## src/rtl/y_run_reporter.sv

```systemverilog
// Measures runs of consecutive high y samples and queues each completed run
// length in a small FIFO that a valid/ready consumer drains.
module y_run_reporter #(
  parameter int LEN_W = 8,
  parameter int DEPTH = 4
) (
  input  logic             clk,
  input  logic             rst,
  input  logic             i_y_in,
  output logic [LEN_W-1:0] o_run_len,
  output logic             o_run_valid,
  input  logic             i_run_ready,
  output logic             o_overflow,
  output logic [15:0]      o_total_high
);

  localparam int PTR_W = (DEPTH > 1) ? $clog2(DEPTH) : 1;
  localparam logic [PTR_W:0]     DEPTH_C = (PTR_W + 1)'(DEPTH);
  localparam logic [LEN_W-1:0]   CNT_MAX = '1;
  localparam logic [15:0]        TOT_MAX = 16'hFFFF;

  logic [LEN_W-1:0] r_cnt;
  logic [LEN_W-1:0] r_mem [DEPTH];
  logic [PTR_W-1:0] r_wptr;
  logic [PTR_W-1:0] r_rptr;
  logic [PTR_W:0]   r_count;
  logic             r_overflow;
  logic [15:0]      r_total;

  logic w_push;
  logic w_pop;
  logic w_full;
  logic w_write;

  assign w_push  = !i_y_in && (r_cnt != '0);
  assign w_pop   = (r_count != '0) && i_run_ready;
  assign w_full  = (r_count == DEPTH_C);
  // A full FIFO still accepts a push when the head leaves on the same edge.
  assign w_write = w_push && (!w_full || w_pop);

  always_ff @(posedge clk) begin
    if (w_write) begin
      r_mem[r_wptr] <= r_cnt;
    end
  end

  always_ff @(posedge clk or negedge rst) begin
    if (!rst) begin
      r_cnt      <= '0;
      r_wptr     <= '0;
      r_rptr     <= '0;
      r_count    <= '0;
      r_overflow <= 1'b0;
      r_total    <= '0;
    end else begin
      if (i_y_in) begin
        if (r_cnt != CNT_MAX) r_cnt <= r_cnt + 1'b1;
        if (r_total != TOT_MAX) r_total <= r_total + 16'd1;
      end else begin
        r_cnt <= '0;
      end
      if (w_write) r_wptr <= r_wptr + 1'b1;
      if (w_pop)   r_rptr <= r_rptr + 1'b1;
      if (w_push && w_full && !w_pop) r_overflow <= 1'b1;
      case ({w_write, w_pop})
        2'b10:   r_count <= r_count + 1'b1;
        2'b01:   r_count <= r_count - 1'b1;
        default: r_count <= r_count;
      endcase
    end
  end

  assign o_run_valid  = (r_count != '0);
  assign o_run_len    = o_run_valid ? r_mem[r_rptr] : '0;
  assign o_overflow   = r_overflow;
  assign o_total_high = r_total;

endmodule

```

## config.mk

```make
export PLATFORM = sky130hd
export DESIGN_NAME = y_run_reporter
export DESIGN_NICKNAME = d
export VERILOG_FILES = /design/src/rtl/y_run_reporter.sv
export SDC_FILE = /design/constraint.sdc
export NUM_CORES = 1
export LEC_CHECK = 0
export CELL_PAD_IN_SITES_DETAIL_PLACEMENT = 1
export CELL_PAD_IN_SITES_GLOBAL_PLACEMENT = 1
export CORE_MARGIN = 5
export CORE_UTILIZATION = 46
export DETAILED_ROUTE_END_ITERATION = 8
export DONT_BUFFER_PORTS = 1
export PLACE_DENSITY = 0.78
export SETUP_SLACK_MARGIN = 0.02
export SYNTH_ARGS = -nofsm -noshare
export SYNTH_HDL_FRONTEND = slang
export SYNTH_SLANG_ARGS = --single-unit
```

## constraint.sdc

```tcl
create_clock -name clk -period 2.56 [get_ports clk]
set_input_delay 0.256 -clock clk [delete_from_list [all_inputs] [get_ports clk]]
set_output_delay 0.256 -clock clk [all_outputs]
set_load 0.01 [all_outputs]
```

==> results of run 1 <==
## layout make-up
class	count	area (um^2)	share of cell area
flip-flops and latches	64	1760	0.529
clock inverters	7	46.3	0.0139
multi-input cells	150	1160	0.349
well taps	77	96.3	0.0289
clock buffers	9	124	0.0372
inverters	6	22.5	0.00676
repair buffers	14	120	0.0360
## worst max-delay path by stage
stage,start,endpoint,slack [ns],cells after the start
final,r_cnt[0],r_count[1],0.19,9
after CTS,r_cnt[0],r_count[1],0.17,9
after detailed placement,r_cnt[0],r_count[1],0.23,9
after floorplan,r_cnt[0],r_count[1],0.12,10
after global placement,r_cnt[0],r_count[1],0.29,9
after global routing,r_cnt[1],r_count[1],0.03,9
## power groups by stage
stage                     logic (W)  clock network, W  registers (W)
after global placement     0.000781                 0        0.00155
after CTS                  0.000847          0.000775        0.00154
final                      0.000829          0.000755        0.00153
after floorplan            0.000708                 0        0.00144
after global routing       0.000927          0.000831        0.00157
after detailed placement   0.000814                 0        0.00156
## worst reg2reg max path: cells and delay by family, from the launching register on
kind,cells,cell delay (ns)
AO/OA/AOI/OAI,4,0.65
AND/OR/NAND/NOR,2,0.60
buffers and inverters,1,0.05
adder cells (fa/ha/maj),2,0.58
flip-flops,1,0.38
## placed cells by master (no fill, tap or decap), drive strengths merged, types with 3 or more instances in the layout
cell / instances
a211oi: 5
nand3: 11
nor2: 15
clkbuf: 9
buf: 13
a21oi: 12
a31oi: 3
nand2: 10
and2: 12
mux4: 8
ha: 7
mux2i: 4
xnor2: 7
dfrtp: 32
nand2b: 4
edfxtp: 32
clkinv: 3
inv: 8
xor2: 11
nand4: 8
o21ai: 3
mux2: 5
## flip-flops by register name, summed over array words and instances (netlist names)
register / count
r_mem: 32
o_total_high: 16
r_cnt: 8
r_count: 3
r_rptr: 2
r_wptr: 2
o_overflow: 1
## per-layer routing
layer  track usage  up-vias  share of wire
met3        0.0458       10          0.043
met1         0.200      975           0.42
li1              -      879              -
met4        0.0633        0          0.017
met5             0        -              0
met2         0.279       41           0.52
## stage by stage
step	worst slack [ns]	hold WS (ns)	instances	utilization
3_3_place_gp	0.293	-0.0378	309	0.493
3_5_place_dp	0.234	-0.0378	309	0.493
2_1_floorplan	0.124	-0.0396	231	-
4_1_cts	0.165	0.0362	327	0.525
5_1_grt	0.0290	0.0609	327	0.525
6_report	0.194	0.0547	327	0.525
## cell families (layout without fill, tap and decap cells)
| group | Yosys count | after routing | synth area share |
|---|---|---|---|
| compound gates | 31 | 31 | 0.0661 |
| xor+xnor | 18 | 18 | 0.0527 |
| fa+ha+maj | 8 | 8 | 0.0360 |
| buf+inv | 17 | 36 | 0.0243 |
| flops | 64 | 64 | 0.589 |
| mux | 17 | 17 | 0.0925 |
| simple gates | 76 | 76 | 0.139 |
## repair_timing
action	CTS	global route
setup endpoints to repair	0	0
hold buffers	2	0
endpoints found under the hold margin	32	0
==> impl_summary.txt, run 1 <==
----------------------------------------------------
[Clocking]
  Total of cells resized after clock tree synthesis ... 0
  Clock sinks ... 64
  Clock transition at the registers of the reported paths ... 0.07 ns
  Latest clock arrival within the worst-skew pair ... 0.34 ns
  Library cell used as clock root buffer ... sky130_fd_sc_hd__clkbuf_8
  CTS H-Tree Depth ... 3
  Number of buffers inserted to repair setup after CTS ... 0
  CTS tree ... yes
  Maximum count of clock buffers along a single path ... 2
  Number of buffers created by CTS ... 9

[STA]
  Min Clock Period, post-route ... 2.37 ns
  Number of slew-limit violations in the final report ... 0
  Skew final ... 0.00892 ns
  Post-Route Setup TNS ... 0 ns
  Share of the clock period used by the worst path after layout ... 0.924
  Setup repair after global routing missed its margin ... false
  Peak clock frequency supported by timing ... 423 MHz
  Final hold viol count ... 0
  Max transition margin ... 0.616
  Slew at the pin with the worst max-slew slack ... 0.576 ns
  Setup violation total in the final timing report ... 0

[Synth]
  Most used flip-flop cell after synthesis ... sky130_fd_sc_hd__edfxtp_1
  List of most frequent post-synthesis cells ... sky130_fd_sc_hd__dfrtp_1, sky130_fd_sc_hd__edfxtp_1, sky130_fd_sc_hd__nor2_1
  Share of Yosys cell area claimed by the top area cell type ... 0.321
  Area leader, netlist ... sky130_fd_sc_hd__edfxtp_1
  Top cells by area in the synthesized netlist ... sky130_fd_sc_hd__edfxtp_1, sky130_fd_sc_hd__dfrtp_1, sky130_fd_sc_hd__mux4_2
  Post-synthesis instance area ... 2990 um^2
  Number of synthesized flops with an enable pin ... 32
  Post-Syn Area per Cell ... 12.9 um^2
  Synthesized Nets ... 243
  Share of synthesized area occupied by flip-flops and latches ... 0.589
  Synthesized flop and latch total ... 64
  Fraction of registers with async set/reset ... 0.500
  Yosys Warn Count ... 0
  Distinct cell type count after synthesis ... 43
  Post-synthesis cell count ... 231

[Routing]
  Final WL ... 6300 um
  Via Count ... 1905
  WL/cell ... 19.3 um
  Antenna-violating nets left ... 0
  Drt first pass iters ... 4
  Post-detailed-route via-to-cell ratio ... 5.83
  Initial drt markers ... 97
  DRC viols ... 0

[Global routing]
  Total grt overflow ... 0
  GRT Total Usage ... 0.165
  First-pass GRT wire length ... 10700 um
  Largest net degree at the start of global routing ... 33
  Number of global-route vias before repair ... 2092
  Number of antenna violations at the first check in global routing ... 0

[Critical path]
  Series of cell instances along the critical path ... inv_1 > ha_1 > or4b_4 > o21a_1 > nor2_1 > fa_1 > a21oi_1 > a2bb2oi_1 > a211oi_1
  Setup slack on the worst flop-to-flop path ... 0.19 ns
  Destination of the worst register-to-register timing path ... r_count[1]
  Crit start category ... flop
  Worst r2r path cells ... 9
  Data arrival at the endpoint of the critical path ... 2.59 ns
  Endpoint type of the worst setup path ... flop
  Delay contributed by the slowest stage of the critical path ... 0.47 ns
  Critical Setup Path Class ... reg2reg
  Crit Reg-Reg Startpoint ... r_cnt[0]
  Number of buffers and inverters on the critical path ... 1
  Max stage delay cell, worst path ... sky130_fd_sc_hd__or4b_4
  Maximum fanout along the worst path ... 3
  Kind of cell adding the most delay to the critical path ... compound AO/OA/AOI/OAI gates
  Required @ worst endpoint ... 2.79 ns

[Run status]
  Run status ... complete, no violations

[Worst hold path]
  Hold Crit Depth ... 2
  Startpoint of the worst hold path ... i_y_in
  Worst min-delay path class ... in2reg
  Hold-critical path endpoint ... r_cnt[2]

[Run]
  Max cap viols ... 0

[Layout]
  Fraction of final layout cells with drive strength greater than 1 ... 0.176
  Post-route cell area ... 3330 um^2
  P&R area growth vs syn ... 11.5%
  Fin nets ... 257
  Antenna fix cells ... 0
  Filler instances ... 647

[Placement]
  Detailed Place HPWL ... 4280 um
  Number of buffer cells added on primary ports ... 0
  Placed instance area ... 3130 um^2
  Last weighted congestion value of the routability-driven placer ... 0.772

[Floorplanning]
  Total number of placement rows ... 29
  Die outline height ... 90.6 um
  IO Count ... 30
  Initial standard-cell utilization of the core ... 0.471
  Area enclosed by the die boundary ... 8210 um^2
  DIE WIDTH ... 90.6 um
  Core area ... 6350 um^2

[Power]
  Total design power ... 0.00312 W
  Clock group share of total power ... 0.242
  Internal power summed over all cells ... 0.00203 W
  Share of power burned in registers ... 0.491
  Worst supply voltage drop on vdd ... 0.457 mV
  Power per Cell Area ... 935 nW/um^2
  Switching power ... 0.00109 W
  Logic gate share of total power ... 0.266
  Switching share of power ... 0.349
  Cell leakage power ... 1.35 nW

----------------------------------------------------
Note: power is estimated with default switching activity, not from simulation.
==> run 2: changes to the inputs <==
--- a/config.mk
+++ b/config.mk
@@ -12,7 +12,7 @@
 export DETAILED_ROUTE_END_ITERATION = 8
 export DONT_BUFFER_PORTS = 1
 export PLACE_DENSITY = 0.78
-export SETUP_SLACK_MARGIN = 0.02
+export SETUP_SLACK_MARGIN = 0.2
 export SYNTH_ARGS = -nofsm -noshare
 export SYNTH_HDL_FRONTEND = slang
 export SYNTH_SLANG_ARGS = --single-unit
==> run 2 against run 1 <==
  * Final area grew 3.3%
  * First-iteration DRC count shrank 34%
  * Clock skew is essentially flat
  * Wire length grew 2.6%
  * Die area is the same
  * Global-route usage shrank 0.10 points
  * Sequential power is essentially flat
  * Clock-buffer cell count grew 2
  * Non-clock buffer count grew 2
  * Power grew 11%
  * Flip-flop and latch count is the same
  * Largest cell class unchanged
  * Largest power group unchanged
  * Highest routed layer unchanged
==> impl_summary.txt, run 2 (synthesized netlist as in run 1, its figures left out) <==
----------------------------------------------------
[Power]
  Worst supply voltage drop on vdd ... 0.492 mV (+7.9%)
  Logic gate share of total power ... 0.255 (-0.011)
  Power per Cell Area ... 999 nW/um^2 (+6.9%)
  Switching share of power ... 0.316 (-0.0338)
  Share of power burned in registers ... 0.443 (-0.048)
  Switching power ... 0.00109 W (-0.19%)
  Total design power ... 0.00344 W (+11%)
  Internal power summed over all cells ... 0.00236 W (+16%)
  Clock group share of total power ... 0.302 (+0.060)
  Cell leakage power ... 1.39 nW (+2.7%)

[Global routing]
  Largest net degree at the start of global routing ... 33 (unchanged)
  Total grt overflow ... 0 (unchanged)
  Number of global-route vias before repair ... 2094 (+0.096%)
  Number of antenna violations at the first check in global routing ... 0 (unchanged)
  First-pass GRT wire length ... 10700 um (+0.13%)
  GRT Total Usage ... 0.164 (-0.00103)

[Layout]
  Number of flip-flops under the largest register name ... 32 (unchanged)
  Leading cell type in the layout, fill and taps excluded ... sky130_fd_sc_hd__edfxtp_1
  Largest register by flop count ... r_mem
  P&R area growth vs syn ... 15.2%
  Antenna fix cells ... 0 (unchanged)
  Fin nets ... 259 (+0.78%)
  Fin util ... 0.542 (+0.0175)
  Fraction of final layout cells with drive strength greater than 1 ... 0.210 (+0.0343)
  Highest-count cells in the layout ignoring fill and taps ... sky130_fd_sc_hd__edfxtp_1, sky130_fd_sc_hd__dfrtp_1, sky130_fd_sc_hd__nor2_1, sky130_fd_sc_hd__buf_4, sky130_fd_sc_hd__and2_1

[STA]
  Post-Route Setup TNS ... 0 ns (unchanged)
  Number of slew-limit violations in the final report ... 0 (unchanged)
  Final hold viol count ... 0 (unchanged)
  Setup violation total in the final timing report ... 0 (unchanged)
  Min Clock Period, post-route ... 2.29 ns (-0.0741 ns)
  Share of the clock period used by the worst path after layout ... 0.895 (-0.0289)
  Skew final ... 0.00868 ns (-0.000242 ns)
  Peak clock frequency supported by timing ... 436 MHz (+3.2%)
  Slew at the pin with the worst max-slew slack ... 0.606 ns (+0.0301 ns)
  Setup repair after global routing missed its margin ... true
  Max transition margin ... 0.596 (-0.0200)

[Routing]
  Initial drt markers ... 64 (-34%)
  DRC viols ... 0 (unchanged)
  WL/cell ... 19.6 um (+1.9%)
  Drt first pass iters ... 4 (unchanged)
  Via Count ... 1909 (+0.21%)
  Post-detailed-route via-to-cell ratio ... 5.80 (-0.40%)
  Antenna-violating nets left ... 0 (unchanged)
  Final WL ... 6460 um (+2.6%)

[Clocking]
  Latest clock arrival within the worst-skew pair ... 0.34 ns (about the same)
  CTS tree ... yes
  Maximum count of clock buffers along a single path ... 2 (unchanged)
  CTS H-Tree Depth ... 3 (unchanged)
  Number of buffers created by CTS ... 9 (unchanged)
  Clock transition at the registers of the reported paths ... 0.07 ns (about the same)
  Library cell used as clock root buffer ... sky130_fd_sc_hd__clkbuf_8
  Clock sinks ... 64 (unchanged)

[Placement]
  Last weighted congestion value of the routability-driven placer ... 0.740 (-4.2%)
  Detailed Place HPWL ... 4340 um (+1.4%)
  Number of buffer cells added on primary ports ... 0 (unchanged)

[Critical path]
  Required @ worst endpoint ... 2.79 ns (about the same)
  Endpoint type of the worst setup path ... flop
  Max stage delay cell, worst path ... sky130_fd_sc_hd__or4b_4
  Data arrival at the endpoint of the critical path ... 2.52 ns (-0.07 ns)
  Critical Setup Path Class ... reg2reg
  Crit start category ... flop
  Number of buffers and inverters on the critical path ... 1 (unchanged)
  Kind of cell adding the most delay to the critical path ... adder cells
  Maximum fanout along the worst path ... 3 (unchanged)
  Series of cell instances along the critical path ... inv_2 > ha_1 > or4b_4 > o21a_4 > nor2_4 > fa_1 > a21oi_2 > a2bb2oi_2 > a211oi_1
  Delay contributed by the slowest stage of the critical path ... 0.48 ns (about the same)

[Floorplanning]
  IO Count ... 30 (unchanged)
  Die outline height ... 90.6 um (unchanged)
  Total number of placement rows ... 29 (unchanged)
  Initial standard-cell utilization of the core ... 0.471 (unchanged)
  Core area ... 6350 um^2 (unchanged)
  Area enclosed by the die boundary ... 8210 um^2 (unchanged)
  DIE WIDTH ... 90.6 um (unchanged)

[Worst hold path]
  Worst min-delay path class ... in2reg

[Run status]
  Run status ... complete, no violations

[Run]
  Max cap viols ... 0 (unchanged)

----------------------------------------------------
run 2: stage by stage:
step | hold WS, ns | area, um^2 | cells | setup WS, ns
2_1_floorplan | -0.0396 | 3000 | 231 | 0.200
3_3_place_gp | -0.0375 | 3150 | 310 | 0.232
3_5_place_dp | -0.0378 | 3150 | 310 | 0.174
4_1_cts | 0.0324 | 3420 | 329 | 0.239
5_1_grt | 0.0554 | 3440 | 329 | 0.193
6_report | 0.0516 | 3440 | 329 | 0.268
run 2: path summary, 6_finish.rpt:
kind	from	end	slack, ns	cells after the start
max in group asynchronous	rst	r_count[2]	2.00	2
max	r_cnt[0]	r_count[1]	0.27	9
min reg2reg	o_overflow	o_overflow	0.53	1
max reg2reg	r_cnt[0]	r_count[1]	0.27	9
min in group asynchronous	rst	o_total_high[1]	0.37	2
min	i_y_in	r_cnt[2]	0.05	2
run 2: routing by layer:
metal	vias up	wire length (um)	share of wire	global-route usage
met2	42	3360	0.52	0.277
met1	978	2710	0.42	0.193
li1	881	-	-	-
met3	8	318	0.049	0.0558
met4	0	74	0.011	0.0596
met5	-	0	0	0
run 2: area by class of cell:
type	count	area, um^2
fillers	642	2910
well taps	77	96.3
inverters	6	22.5
clock inverters	5	105
multi-input cells	150	1190
flip-flops and latches	64	1760
clock buffers	11	131
repair buffers	16	135
run 2: timing repair:
item,4_1_cts,5_1_grt
setup endpoints to repair,1,2
resized for setup,0,5
hold buffers,2,0
pin swaps,0,1
endpoints found under the hold margin,32,0
setup buffers,1,0
run 2: power by group through the flow:
stage          Sequential [W]  Clock, W  Combinational, W
3_3_place_gp          0.00154         0          0.000802
3_5_place_dp          0.00155         0          0.000838
5_1_grt               0.00156   0.00111          0.000978
2_1_floorplan         0.00144         0          0.000715
6_report              0.00152   0.00104          0.000879
4_1_cts               0.00153   0.00106          0.000864
run 2: worst reg2reg max path, cell delays in order (launching register included):
cell and delay [ns]:
sky130_fd_sc_hd__dfrtp_2 0.41, sky130_fd_sc_hd__inv_2 0.05, sky130_fd_sc_hd__ha_1 0.13, sky130_fd_sc_hd__or4b_4 0.48, sky130_fd_sc_hd__o21a_4 0.23, sky130_fd_sc_hd__nor2_4 0.08, sky130_fd_sc_hd__fa_1 0.46, sky130_fd_sc_hd__a21oi_2 0.14
sky130_fd_sc_hd__a2bb2oi_2 0.14, sky130_fd_sc_hd__a211oi_1 0.07
